## config.mk

```make
export PLATFORM = sky130hd
export DESIGN_NAME = decode_issue_reg
export DESIGN_NICKNAME = d
export VERILOG_FILES = /design/src/rtl/decode_issue_reg.sv
export SDC_FILE = /design/constraint.sdc
export NUM_CORES = 1
export LEC_CHECK = 0
export ABC_AREA = 1
export BUFFER_PORTS_ARGS = -buffer_cell sky130_fd_sc_hd__buf_2
export CAP_MARGIN = 20
export CORE_AREA = 2 2 163 165
export DETAILED_ROUTE_END_ITERATION = 10
export DIE_AREA = 0 0 165 167
export SYNTH_ARGS = -nofsm -noshare
export SYNTH_HDL_FRONTEND = slang
export SYNTH_SLANG_ARGS = --single-unit
```

## constraint.sdc

```tcl
create_clock -name clk -period 18.96 [get_ports clk]
set_input_delay 5.688 -clock clk [delete_from_list [all_inputs] [get_ports clk]]
set_output_delay 5.688 -clock clk [all_outputs]
set_load 0.01 [all_outputs]
```

## src/rtl/decode_issue_reg.sv

```systemverilog
// Decode-to-execute pipeline register: operand select with forwarding, stall/flush
// handling, valid/ready launch into execute, and a saturating hazard-stall counter.
module decode_issue_reg #(
  parameter int CTRL_W = 16
) (
  input  logic              clk,
  input  logic              rst,
  input  logic              valid_D,
  output logic              ready_D,
  input  logic [31:0]       pc_D,
  input  logic [31:0]       imm_D,
  input  logic [4:0]        type_D,
  input  logic [4:0]        rs1_D,
  input  logic [4:0]        rs2_D,
  input  logic [4:0]        rd_D,
  input  logic [CTRL_W-1:0] ctrl_D,
  input  logic [31:0]       rf_rdata1,
  input  logic [31:0]       rf_rdata2,
  input  logic              stall_D,
  input  logic [31:0]       forward_rs1,
  input  logic [31:0]       forward_rs2,
  input  logic              valid_forward_rs1,
  input  logic              valid_forward_rs2,
  input  logic              flush,
  output logic              valid_E,
  input  logic              ready_E,
  output logic [31:0]       pc_E,
  output logic [31:0]       imm_E,
  output logic [4:0]        type_E,
  output logic [4:0]        rd_E,
  output logic [CTRL_W-1:0] ctrl_E,
  output logic [31:0]       src1_E,
  output logic [31:0]       src2_E,
  output logic [31:0]       stall_cnt
);

  localparam int DATA_W = 32;

  function automatic logic [DATA_W-1:0] sel_operand(
    input logic [4:0]        idx,
    input logic              use_fwd,
    input logic [DATA_W-1:0] fwd,
    input logic [DATA_W-1:0] rf
  );
    if (idx == 5'd0) return '0;
    return use_fwd ? fwd : rf;
  endfunction

  function automatic logic [31:0] sat_inc(input logic [31:0] v);
    return (v == 32'hFFFF_FFFF) ? v : v + 32'd1;
  endfunction

  logic [DATA_W-1:0] op1_p0;
  logic [DATA_W-1:0] op2_p0;
  logic              fire_p0;
  logic              stall_evt_p0;

  // Decode side: operand select and handshake
  always_comb begin
    op1_p0       = sel_operand(rs1_D, valid_forward_rs1, forward_rs1, rf_rdata1);
    op2_p0       = sel_operand(rs2_D, valid_forward_rs2, forward_rs2, rf_rdata2);
    ready_D      = (~valid_E | ready_E) & ~stall_D & ~flush;
    fire_p0      = valid_D & ready_D;
    stall_evt_p0 = valid_D & stall_D & ~flush;
  end

  // Execute side: the registered instruction
  always_ff @(posedge clk or posedge rst) begin
    if (rst) begin
      valid_E <= 1'b0;
      pc_E    <= '0;
      imm_E   <= '0;
      type_E  <= '0;
      rd_E    <= '0;
      ctrl_E  <= '0;
      src1_E  <= '0;
      src2_E  <= '0;
    end else if (flush) begin
      valid_E <= 1'b0;
      rd_E    <= '0;
    end else if (fire_p0) begin
      valid_E <= 1'b1;
      pc_E    <= pc_D;
      imm_E   <= imm_D;
      type_E  <= type_D;
      rd_E    <= rd_D;
      ctrl_E  <= ctrl_D;
      src1_E  <= op1_p0;
      src2_E  <= op2_p0;
    end else if (valid_E & ready_E) begin
      // Bubble: clear rd so the hazard unit never matches a departed instruction
      valid_E <= 1'b0;
      rd_E    <= '0;
    end
  end

  always_ff @(posedge clk or posedge rst) begin
    if (rst) begin
      stall_cnt <= '0;
    end else if (stall_evt_p0) begin
      stall_cnt <= sat_inc(stall_cnt);
    end
  end

endmodule

```

==> flow_metrics.py <==
metrics = {
    "place": {
        "dp.cells": 1871,
        "portBuffers": 423,
        "place.gp.congestion": 0.869,
        "dpl_cell_area_mm2": 0.0114,
        "dpl.hpwl_mm": 21.1,
    },
    "timing": {
        "rsz0062_at_grt": "false",
        "setup-tns-final_ns": 0,
        "slew_violations": 0,
        "period_share_pct": 65.8,
        "finalSetupViolCount": 0,
        "relSlewSlack_pct": 32.5,
        "fmaxAchievable_mhz": 80.1,
        "period_needed_ns": 12.48,
        "hold_viol": 0,
        "final.setup_skew_ns": 0.0139,
        "tightestPinTransition_ns": 1.01,
    },
    "layout": {
        "fin_area_mm2": 0.0121,
        "layoutNonFillerInstCount": 1908,
        "nNetsFinal": 1795,
        "layout-drive-gt1-share_pct": 30.4,
        "multi_input_area_mm2": 0.00373,
        "post-route-util_pct": 46.8,
        "fillers": 2610,
        "register_area_mm2": 0.00468,
        "syn2layout_area_growth_pct": 33.1,
    },
    "die": {
        "fp.dieH_um": 167,
        "rows": 59,
        "initial_core_util_pct": 35.2,
        "io_pins": 424,
        "core-area_mm2": 0.0258,
        "die_w_um": 165,
        "dieArea_mm2": 0.0276,
    },
    "clock_tree": {
        "clk_pin_slew_ns": 0.07,
        "insertion_delay_ns": 0.43,
        "clock_path_buffers": 2,
        "htree_levels": 4,
        "postCtsHoldBufs": 0,
        "numCtsBuffers": 17,
        "root_buffer": "clkbuf_16",
        "cts_tree": "built",
        "postCtsSetupRepairBufs": 0,
        "cts_resized": 0,
        "cts.sinks": 187,
    },
    "worst_setup_path": {
        "crit_path_start_kind": "primary input",
        "cp.arrival_ns": 6.79,
        "end_kind": "primary output",
        "crit_fanout": 53,
        "path_class": "primary input to primary output",
        "reg2reg_to": "src1_E[18]",
        "reg2reg_slack_ns": 16.13,
        "r2r-start": "valid_E",
        "rr_worst_depth": 8,
        "critPathRequiredTime_ns": 13.27,
    },
    "drt": {
        "drtPass1Iterations": 4,
        "ant_nets": 0,
        "vias_per_cell": 4.60,
        "drc": 0,
        "wl_per_cell_um": 15.0,
        "first_iter_violations": 483,
        "via_count": 8768,
        "finalWirelength_mm": 28.5,
    },
    "grt": {
        "grt_pass1_vias": 8160,
        "track_usage_pct": 20.2,
        "antenna_found_initial": 3,
        "grt_max_degree": 127,
        "grt-ovfl-total": 0,
        "grt_pass1_wl_mm": 43.7,
    },
    "synthesis": {
        "synth.area.top_cells": "dfrtp_1 (52%), nand2_1 (20%), nand3_1 (6.0%)",
        "synthesis.area_mm2": 0.00906,
        "synth_top_area_share_pct": 51.7,
        "yosysTopAreaCell": "dfrtp_1",
        "synth-seq-cells": 187,
        "synth.avg_cell_area_um2": 7.71,
        "synth_nets": 1412,
        "syn_inst": 1175,
        "ys_seq_area_share_pct": 51.7,
        "ys_types": 28,
        "yosys_warnings": 0,
    },
    "min_path": {
        "min_path_type": "flip-flop to flip-flop",
        "min_to": "imm_E[8]",
        "min-delay-start": "imm_E[8]",
        "hold_depth": 2,
    },
    "outcome": {
        "status": "completed",
    },
    "power_and_ir_drop": {
        "powerDensity_mw_per_mm2": 90.4,
        "ir_worst_vdd_uv": 62.6,
        "power_mw": 1.09,
        "p_leak_nw": 6.87,
    },
    "job": {
        "drv_cap": 0,
    },
}
-- registers in the layout, indices dropped and copies added, names as in the netlist --
name and count:
ctrl_E 16, imm_E 32, pc_E 32, rd_E 5, src1_E 32, src2_E 32
stall_cnt 32, type_E 5, valid_E 1
-- report_power, final --
part / internal (mW) / total [mW] / leakage, nW / switching, mW
Sequential: 0.461 / 0.497 / 2.38 / 0.0356
Combinational: 0.0978 / 0.238 / 4.21 / 0.141
Clock: 0.176 / 0.354 / 0.279 / 0.178
-- placed cells by master, fill, tap and decap left out, drive strengths merged --
cell type and instances:
clkinv 5, xor2 6, clkinvlp 2, xnor2 5, ha 1, o31ai 1, and2 1, nand3b 7
o21ai 64, nor3 3, dfrtp 187, diode 2, a21oi 2, inv 106, nand3 109, nand4 4
buf 433, clkbuf 17, nor2 57, o211ai 64, nand2 497
-- metrics by stage --
| stage | worst slack, ns | hold slack, ns |
|---|---|---|
| floorplan | 6.87 | 0.509 |
| global route | 6.41 | 0.481 |
| global placement | 6.44 | 0.449 |
| detailed placement | 6.47 | 0.453 |
| finish | 6.48 | 0.467 |
| CTS | 6.48 | 0.472 |
-- how the worst max path moves through the flow --
stage / start / end / slack (ns)
floorplan: flush / ready_D / 6.87
finish: flush / ready_D / 6.48
detailed placement: flush / ready_D / 6.47
global route: flush / ready_D / 6.41
CTS: flush / ready_D / 6.48
global placement: flush / ready_D / 6.44
-- worst max-delay path, cell delays in order --
cell and delay (ns):
buf_2 0.13, nor3_2 0.20, buf_4 0.50, buf_2 0.24
-- synthesized netlist by cell type --
master,number
buf_2,18
xor2_1,6
o31ai_1,1
inv_1,98
clkbuf_1,35
ha_1,1
o21ai_1,25
nand4_1,4
buf_1,14
a21oi_1,1
nand2_1,494
nor2_4,1
nand3_1,109
nand3b_1,6
nor3_1,3
xnor2_1,5
nand2_2,1
nor2_8,1
o21ai_0,39
a21oi_2,1
and2_1,1
dfrtp_1,187
nor2_2,2
o211ai_1,64
nand3b_4,1
buf_6,2
nand2_4,2
nor2_1,53
-- cells by family (layout without fill, tap and decap cells) --
| family | Yosys count | count (layout) | share of synthesized area, % |
|---|---|---|---|
| other | 0 | 2 | 0 |
| buffers and inverters | 167 | 563 | 7.34 |
| AND/OR/NAND/NOR | 678 | 678 | 30.7 |
| XOR/XNOR | 11 | 11 | 1.06 |
| AO/OA/AOI/OAI | 131 | 131 | 9.08 |
| flip-flops | 187 | 187 | 51.7 |
| adder cells (fa/ha/maj) | 1 | 1 | 0.138 |
-- metal layers --
metal  vias up  GRT usage, %  wire length [um]
met5         -             0                13
met4         2          6.43               590
met3        31          4.26              1730
met2       290          35.0             14300
met1      3958          25.1             11900
li1       4487             -                 -
-- cell type report --
type | instances | area share, %
diodes | 2 | 0.0415
flip-flops and latches | 187 | 38.8
well taps | 335 | 3.48
clock inverters | 15 | 1.26
clock buffers | 17 | 3.53
multi-input cells | 821 | 30.9
inverters | 98 | 3.11
repair buffers | 433 | 18.8
(Power assumes the default switching activity.)
